## config.mk

```make
export PLATFORM = sky130hd
export DESIGN_NAME = elastic_credit_sender
export DESIGN_NICKNAME = d
export VERILOG_FILES = /design/src/rtl/elastic_credit_sender.sv
export SDC_FILE = /design/constraint.sdc
export NUM_CORES = 1
export LEC_CHECK = 0
export ABC_AREA = 1
export CAP_MARGIN = 40
export CORE_MARGIN = 2
export CORE_UTILIZATION = 36
export DETAILED_ROUTE_END_ITERATION = 6
export PLACE_DENSITY = 0.75
export REMOVE_ABC_BUFFERS = 1
export SLEW_MARGIN = 20
export SYNTH_ARGS = -nofsm -noshare
export SYNTH_HDL_FRONTEND = slang
export SYNTH_SLANG_ARGS = --single-unit
```

## constraint.sdc

```tcl
create_clock -name clk -period 1.9 [get_ports clk]
set_clock_uncertainty 0.1 [all_clocks]
set_input_delay 0.19 -clock clk [delete_from_list [all_inputs] [get_ports clk]]
set_output_delay 0.19 -clock clk [all_outputs]
set_load 0.1 [all_outputs]
```

## src/rtl/elastic_credit_sender.sv

```systemverilog
// Credit-based sender: forwards valid/ready tokens as registered valid-only pulses.
// Optional sticky overflow flag via ELASTIC_CREDIT_SENDER_CREDIT_CHECK_EN.
module elastic_credit_sender #(
    parameter int DATA_SIZE = 32,
    parameter int CREDITS   = 8,
    localparam int CW       = $clog2(CREDITS + 1)
) (
    input  logic                 clk,
    input  logic                 rst,
    input  logic [DATA_SIZE-1:0] data_in,
    input  logic                 valid_in,
    output logic                 ready_in,
    output logic [DATA_SIZE-1:0] data_out,
    output logic                 valid_out,
    input  logic                 credit_in,
    output logic [CW-1:0]        credit_count,
`ifdef ELASTIC_CREDIT_SENDER_CREDIT_CHECK_EN
    output logic                 credit_err,
`endif
    output logic                 idle
);

    localparam logic [CW-1:0] MAX = CW'(CREDITS);

    logic send;
    logic full;
    logic overflow;

    assign full     = (credit_count == MAX);
    assign ready_in = (credit_count != '0);
    assign send     = valid_in & ready_in;
    assign overflow = credit_in & ~send & full;
    assign idle     = full & ~valid_out;

    always_ff @(posedge clk or posedge rst) begin
        if (rst) begin
            valid_out <= 1'b0;
            data_out  <= '0;
        end else begin
            valid_out <= send;
            if (send)
                data_out <= data_in;
        end
    end

    // A credit arriving while full is dropped so the count saturates.
    always_ff @(posedge clk or posedge rst) begin
        if (rst) begin
            credit_count <= MAX;
        end else begin
            unique case ({send, credit_in})
                2'b10:   credit_count <= credit_count - 1'b1;
                2'b01:   if (!full) credit_count <= credit_count + 1'b1;
                default: credit_count <= credit_count;
            endcase
        end
    end

`ifdef ELASTIC_CREDIT_SENDER_CREDIT_CHECK_EN
    always_ff @(posedge clk or posedge rst) begin
        if (rst)
            credit_err <= 1'b0;
        else if (overflow)
            credit_err <= 1'b1;
    end
`else
    logic unused_overflow;
    assign unused_overflow = overflow;
`endif

endmodule

```

Word level (Yosys, flattened, before mapping)
Index checks and enable logic that the tools add are counted.

word-level totals
  flip-flop bits (word level) = 37
  bits of input ports = 36
  word-level logic and storage cells = 17

cells by class
  $add $sub $neg = 2
  eq/ne operators = 4
  multiplexer cells = 2
  bitwise logic cells = 3
  reduce and logical (&&, ||, !) cells = 3

operator list
  operator               number
  $pmux W4 S2            1
  $add A4 B1 Y4 const B  1
  $eq A4 B4 Y1 const B   1
  $mux W4                1
  $reduce_bool A4 Y1     1
  $sub A4 B1 Y4 const B  1
  $and A1 B1 Y1          2
  $eq A2 B1 Y1 const B   1
  $eq A2 B2 Y1 const B   1
  $ne A2 B2 Y1 const B   1
  $reduce_and A2 Y1      1
  $reduce_bool A2 Y1     1
  $not A1 Y1             1

Logic depth before layout (Yosys ltp)
Gate-level depths: netlist (run 1).

  depth in word-level cells = 5
  depth in mapped cells = 13
  depth with buffers taken out = 13

Worst setup path before layout (run 1)
No wires, ideal clock.

  path type = reg-to-reg
  start = register credit_count[0]
  end = register credit_count[3]
  data arrival time = 2,648 ps
  required time = 1,722 ps
  path slack = -926 ps
  stages on the path, launching flop included = 14
  buffers on the path = 0
  clock period less this slack = 2,826 ps
  cells stage by stage = dfrtp_1 -> nor2_2 -> nand2_2 -> nand2_4 -> nand2_1 -> ha_1 -> nand2_1 -> nand2_1 -> nor2_1 -> inv_1 -> nand2_1 -> nand3_1 -> nand2_1 -> nand2_1

on the way
  longest elaborated chain between the ends = 5
  elaborated cells on any way between the ends = 12
  classes of those cells = add/sub: 2; eq/ne: 4; mux: 2; bitwise: 1; reduce/logical: 3

ends and longest elaborated chain
  element                                                              line  RTL
  start, declared                                                      16    output logic [CW-1:0] credit_count,
  start signal, assigned                                               52    2'b10: credit_count <= credit_count - 1'b1;
  start signal, assigned                                               53    2'b01: if (!full) credit_count <= credit_count + 1'b1;
  start signal, assigned                                               54    default: credit_count <= credit_count;
  $reduce_bool A4 Y1 (*)                                               30    assign ready_in = (credit_count != '0);
  via ready_in                                                         12    output logic ready_in,
  $and A1 B1 Y1 (*)                                                    31    assign send = valid_in & ready_in;
  $eq A2 B1 Y1 or $eq A2 B2 Y1 (tied branches)                         51    unique case ({send, credit_in})
  $ne A2 B2 Y1 (no source line) or $reduce_bool A2 Y1 (tied branches)  n/a
  $reduce_and A2 Y1 (no source line)                                   n/a

Mark *: on every way through the listed nets, which the timed path passes. The rest lies on a longest branch. The select of a mux whose other input is x is not followed.
A chain may end at the register's enable or synchronous reset.

Final worst setup path (run 1)
  start = register credit_count[1]
  end = register credit_count[2]

on the way
  longest elaborated chain between the ends = 5
  elaborated cells on any way between the ends = 12
  classes of those cells = add/sub: 2; eq/ne: 4; mux: 2; bitwise: 1; reduce/logical: 3

ends and longest elaborated chain
  element
  parallel branches: the longest is 5 deep, another holds $add A4 B1 Y4

Parallel ways; which one is timed is not known. The select of a mux whose other input is x is not followed.

==> results by group, run 1 <==
Logic synthesis
  – Synth Area in XOR/XNOR: 0.0114
  – Post-Syn Instances: between 150 and 200
  – Syn avg cell area: just under 9 µm²
  – Synth cell types: 19
  – Largest family of logic cells by synthesized area: simple AND/OR/NAND/NOR gates
  – Post-synthesis compound-gate area fraction: 0.00325
  – Post-Syn Area: between 1500 and 2000 µm²
  – Seq/Total Area, Yosys: 0.602
  – Synthesis-stage register bit count: 37
  – Post-synth top area share: 0.585
  – Post-synthesis mux area share: 0
  – Post-synthesis simple-gate area fraction: 0.316
  – Post-Synth Adder-Cell Area: 0.0292
  – Synth area leader: dfrtp_1
  – Synth top area cells: dfrtp_1 58%, nand2_1 26%, dfstp_2 1.7%
  – Synth warn: 0

Cells and area
  – Area Growth Syn to Fin: 62.6%
  – Nets: slightly above 300
  – Area of the multi-input gates: approximately 600 µm²
  – Final instance area: 2500 µm²
  – Ratio of cells with drive above 1 in the final layout: 0.272
  – ANT cells: 0
  – Post-route insts no fill: 315
  – Most frequent cells in the layout: 105 x nand2_1, 46 x buf_4, 36 x dfrtp_1
  – Commonest non-fill, non-tap cell in the layout: nand2_1
  – Storage cell area: 927 µm²
  – # fillers: between 300 and 400

Global route
  – Remaining Overflow, GRT: 0
  – Largest net degree at the start of global routing: 38
  – Total GRT Usage: 0.156
  – First-pass GRT wire length: approximately 6.1 mm
  – Antenna violations before repair: 0
  – Vias in the first global route: 1,355

Run status
  – Status: finished, final reports clean

Clock tree
  – Clock sink total: 37
  – Hold_buf cts: 0
  – Worst-Skew Late Latency: ~280 ps
  – Clk pin slew, worst setup/hold paths: approximately 80 ps
  – Clock tree buffer depth: 2
  – Root Driver: clkbuf_8
  – H-tree depth: 2
  – CTS buffer count: 5
  – CTS tree: done

Floorplanning
  – IO Pins: 75
  – Initial Util: 0.380
  – Core area: between 4000 and 5000 µm²
  – Die Ht: approximately 69 µm
  – Full die area: about 4800 µm²
  – Die Wd: approximately 70 µm
  – Num rows: 23

Routing
  – Vias per std cell: 4.42
  – Total Wirelength: between 3 and 4 mm
  – Drc violations: 0
  – DR vias: 1,393
  – Met1 Routed Length: ~1.6 mm
  – Routed wire length per instance: roughly 11 µm
  – Top sig layer: met4
  – 1st-iter DRT viols: between 70 and 80
  – Met2 WL: about 1.7 mm
  – Antenna-violating nets left: 0
  – DR WL met3: 229 µm
  – Detailed Routing Iterations Pass 1: 4

STA
  – Slew Viols, Final: 0
  – Hold_ws: about 220 ps
  – Final Setup Violations: 0
  – Unrepaired setup endpoints after global routing: false
  – Min Tclk post-route: roughly 1800 ps
  – Final period util: 0.930
  – Hold Violations, Final: 0
  – Worst slew pin tran: approximately 450 ps
  – Slew margin rel.: 0.700
  – Fmax: around 570 MHz

Placed design
  – DPL Wire Length: roughly 2.5 mm
  – I/O Buffers: 74
  – GPL Wtd Cong: 0.727
  – Instance area after placement: approximately 2400 µm²
  – Placed cell count: a little over 300

Setup path
  – WP data arrival: between 1500 and 2000 ps
  – Required @ worst endpoint: about 2000 ps
  – CP startpoint kind: flop
  – Crit Path Class: reg -> reg
  – Critical path capture point type: flop
  – Critical-path maximum fanout: 4

Run
  – Max cap viols: 0

Worst hold path
  – Worst hold-check path type: in -> async
-- metal layers --
metal  track usage  up-vias
li1              -      712
met1         0.192      627
met2         0.266       50
met3        0.0494        4
met4        0.0392        0
met5             0        -
-- final cells by class --
type,instances,share of cell area
tap,50,0.0250
clock inverter,2,0.00549
sequential,37,0.370
clock buffer,6,0.0330
timing repair buffer,86,0.318
multi-input combinational,127,0.238
inverter,7,0.0105
-- flip-flops by register name (all words and copies together) (netlist names) --
name / cells
data_out: 32
credit_count: 4
valid_out: 1
-- worst paths after layout --
path | cells past startpoint | end | from | slack, ps
worst max-delay path | 9 | credit_count[2] | credit_count[1] | 130
worst min-delay path | 3 | data_out[20] | rst | 220
worst max register to register | 9 | credit_count[2] | credit_count[1] | 130
worst min register to register | 2 | data_out[5] | data_out[5] | 380
max in group asynchronous | 3 | credit_count[3] | rst | 1140
min in group clk | 3 | data_out[14] | data_in[14] | 330
-- worst max-delay path, stage by stage (launching register included) --
cell	delay [ps]
dfrtp_1	380
nor2_2	150
nand2_2	90
nand2_4	80
nand2_4	70
buf_4	140
fa_1	370
xor2_1	150
nand2_1	60
o21ai_1	60
-- synthesized netlist by cell type --
master and count:
buf_2 5, buf_4 1, dfrtp_1 36, dfstp_2 1, fa_1 1, ha_1 2
inv_1 6, inv_2 1, nand2_1 106, nand2_2 2, nand2_4 1, nand3_1 4
nand3_2 1, nand3b_1 1, nand4_1 1, nor2_1 4, nor2_2 1, o21ai_1 1
xor2_1 2
-- metrics by stage --
stage	util	setup TNS [ps]	setup WS, ps
3_5_place_dp	0.579	-36.7	-36.7
2_1_floorplan	-	-25760	-1140
5_1_grt	0.617	0	31.5
3_3_place_gp	0.579	0	30.3
4_1_cts	0.604	0	48.6
6_report	0.617	0	133
-- what timing repair did --
item / 4_1_cts / 5_1_grt
resized for setup: 1 / 6
buffers inserted: 0 / 2
pin swaps: 0 / 4
endpoints found under the setup margin: 1 / 2
-- cells by family after synthesis --
kind of cell    Yosys count
buf+inv                  13
xor+xnor                  2
compound gates            1
flops                    37
simple gates            121
fa+ha+maj                 3
Power of run 1 is left out: the tool's default activity adds up to more than one toggle a clock period on the data nets, which glitch-free logic cannot reach.
==> run 2: changes to the inputs <==
--- a/config.mk
+++ b/config.mk
@@ -8,9 +8,10 @@
 export ABC_AREA = 1
 export CAP_MARGIN = 40
 export CORE_MARGIN = 2
-export CORE_UTILIZATION = 36
+export CORE_UTILIZATION = 40
 export DETAILED_ROUTE_END_ITERATION = 6
-export PLACE_DENSITY = 0.75
+export HOLD_SLACK_MARGIN = 0.03
+export PLACE_DENSITY = 0.79
 export REMOVE_ABC_BUFFERS = 1
 export SLEW_MARGIN = 20
 export SYNTH_ARGS = -nofsm -noshare
==> constraint.sdc (replaced) <==
create_clock -name clk -period 1.8 [get_ports clk]
set_clock_uncertainty 0.1 [all_clocks]
set_input_delay 0.18 -clock clk [delete_from_list [all_inputs] [get_ports clk]]
set_output_delay 0.18 -clock clk [all_outputs]
set_load 0.1 [all_outputs]
==> results by group, run 2 (synthesis results as in run 1) <==
Cells and area
  – ANT cells: 0 (unchanged)
  – Ratio of cells with drive above 1 in the final layout: 0.287 (+0.0151)
  – Nets: 303 (unchanged)
  – Post-route insts no fill: 313 (-0.63%)
  – Biggest regs: data_out x32, credit_count x4, valid_out x1
  – Largest Register: data_out
  – Most frequent cells in the layout: 102 x nand2_1, 44 x buf_4, 36 x dfrtp_1
  – Max reg flops: 32 (unchanged)
  – Final core utilization: 0.689 (+0.0716)
  – Area Growth Syn to Fin: 65.0%
  – Commonest non-fill, non-tap cell in the layout: nand2_1
  – Final instance area: 2540 µm² (+1.4%)

Routing
  – Detailed Routing Iterations Pass 1: 4 (unchanged)
  – Antenna-violating nets left: 0 (unchanged)
  – DR vias: 1,419 (+1.9%)
  – Drc violations: 0 (unchanged)
  – Routed wire length per instance: 11.8 µm (+6.0%)
  – Total Wirelength: 3.70 mm (+5.4%)
  – 1st-iter DRT viols: 71 (unchanged)
  – Vias per std cell: 4.53 (+2.5%)

Placed design
  – GPL Wtd Cong: 0.814 (+12%)
  – I/O Buffers: 74 (unchanged)
  – Placed cell count: 305 (unchanged)
  – DPL Wire Length: 2.80 mm (+11%)
  – Instance area after placement: 2380 µm² (+1.1%)

Clock tree
  – H-tree depth: 2 (unchanged)
  – Clock sink total: 37 (unchanged)
  – Worst-Skew Late Latency: 280 ps (about the same)
  – Clock tree buffer depth: 2 (unchanged)
  – Root Driver: clkbuf_8
  – Clk pin slew, worst setup/hold paths: 70 ps (about the same)
  – CTS buffer count: 5 (unchanged)
  – CTS tree: done

Global route
  – Remaining Overflow, GRT: 0 (unchanged)
  – Largest net degree at the start of global routing: 38 (unchanged)
  – First-pass GRT wire length: 6.10 mm (-0.23%)
  – Antenna violations before repair: 0 (unchanged)
  – Total GRT Usage: 0.186 (+0.0302)
  – Vias in the first global route: 1,424 (+5.1%)

Floorplanning
  – Die Ht: 66.1 µm (-4.8%)
  – Initial Util: 0.418 (+0.0380)
  – Full die area: 4360 µm² (-9.4%)
  – IO Pins: 75 (unchanged)
  – Die Wd: 66.1 µm (-4.8%)
  – Num rows: 22 (-4.3%)
  – Core area: 3690 µm² (-9.1%)

STA
  – Unrepaired setup endpoints after global routing: true
  – Min Tclk post-route: 1760 ps (-2.78 ps)
  – Slew Viols, Final: 0 (unchanged)
  – Final period util: 0.980 (+0.0501)
  – Hold Violations, Final: 0 (unchanged)
  – Fmax: 567 MHz (+0.16%)
  – Final Setup Violations: 0 (unchanged)
  – Worst slew pin tran: 455 ps (+4.59 ps)
  – Slew margin rel.: 0.697 (-0.00306)

Setup path
  – CP peak stage delay: 530 ps (+150 ps)
  – Critical-path maximum fanout: 4 (unchanged)
  – WP data arrival: 1880 ps (+50 ps)
  – Critical path's slowest cell: dfstp_2
  – Critical path capture point type: flop
  – Cell Chain, Critical Path: nor2_1 > nand2_2 > nand2_4 > nand2_4 > ha_4 > nand2_2 > nor2_4 > nor2_4 > inv_1 > nand2_1 > nand3_1 > nand2_1 > nand2_1
  – Crit Path Class: reg -> reg
  – Most used cell, CP: nand2_1
  – CP startpoint kind: flop
  – Required @ worst endpoint: 1920 ps (-40 ps)

Run status
  – Status: finished, final reports clean

Worst hold path
  – Worst hold-check path type: in -> async

Run
  – Max cap viols: 0 (unchanged)
==> run 2: repair_timing <==
item / CTS / global route
endpoints found under the setup margin: 2 / 4
hold buffers: 0 / 0
buffers inserted: 0 / 0
resized for setup: 3 / 11
pin swaps: 0 / 8
==> run 2: path summary, 6_finish.rpt <==
path                                      start         endpoint  slack (ps)  depth (start not counted)
worst max-delay path            credit_count[3]  credit_count[3]          40                         13
worst min-delay path                        rst     data_out[22]         200                          3
worst max register to register  credit_count[3]  credit_count[3]          40                         13
worst min register to register     data_out[26]     data_out[26]         380                          2
max in group asynchronous                   rst  credit_count[3]        1060                          3
min in group clk                    data_in[16]     data_out[16]         330                          3
==> run 2: critical path: cells and delay by family (launching register included) <==
kind                     cells  cell delay, ps
adder cells (fa/ha/maj)      1             220
flip-flops                   1             530
buffers and inverters        1              40
AND/OR/NAND/NOR             11             810
==> run 2: cell type report <==
cell class | instances | area (µm²)
repair buffers | 86 | 812
inverters | 7 | 26.3
flip-flops and latches | 37 | 927
clock buffers | 7 | 96.3
fillers | 339 | 1150
multi-input cells | 127 | 614
clock inverters | 1 | 5.00
well taps | 48 | 60.1
==> run 2: per-stage QoR <==
stage	setup slack [ps]	TNS [ps]	hold slack (ps)
final	35.5	0	199
after floorplan	-1240	-29600	190
after CTS	20.0	0	218
after global placement	-49.8	-77.3	364
after global routing	-69.0	-74.3	246
after detailed placement	-139	-228	366
==> run 2: layer usage <==
metal / GRT usage / vias up / share of wire
met5: 0 / - / 0
met4: 0.0740 / 0 / 0.010
met3: 0.0392 / 5 / 0.047
met2: 0.340 / 42 / 0.53
met1: 0.211 / 665 / 0.41
li1: - / 707 / -
Power of run 2 is left out for the same reason.
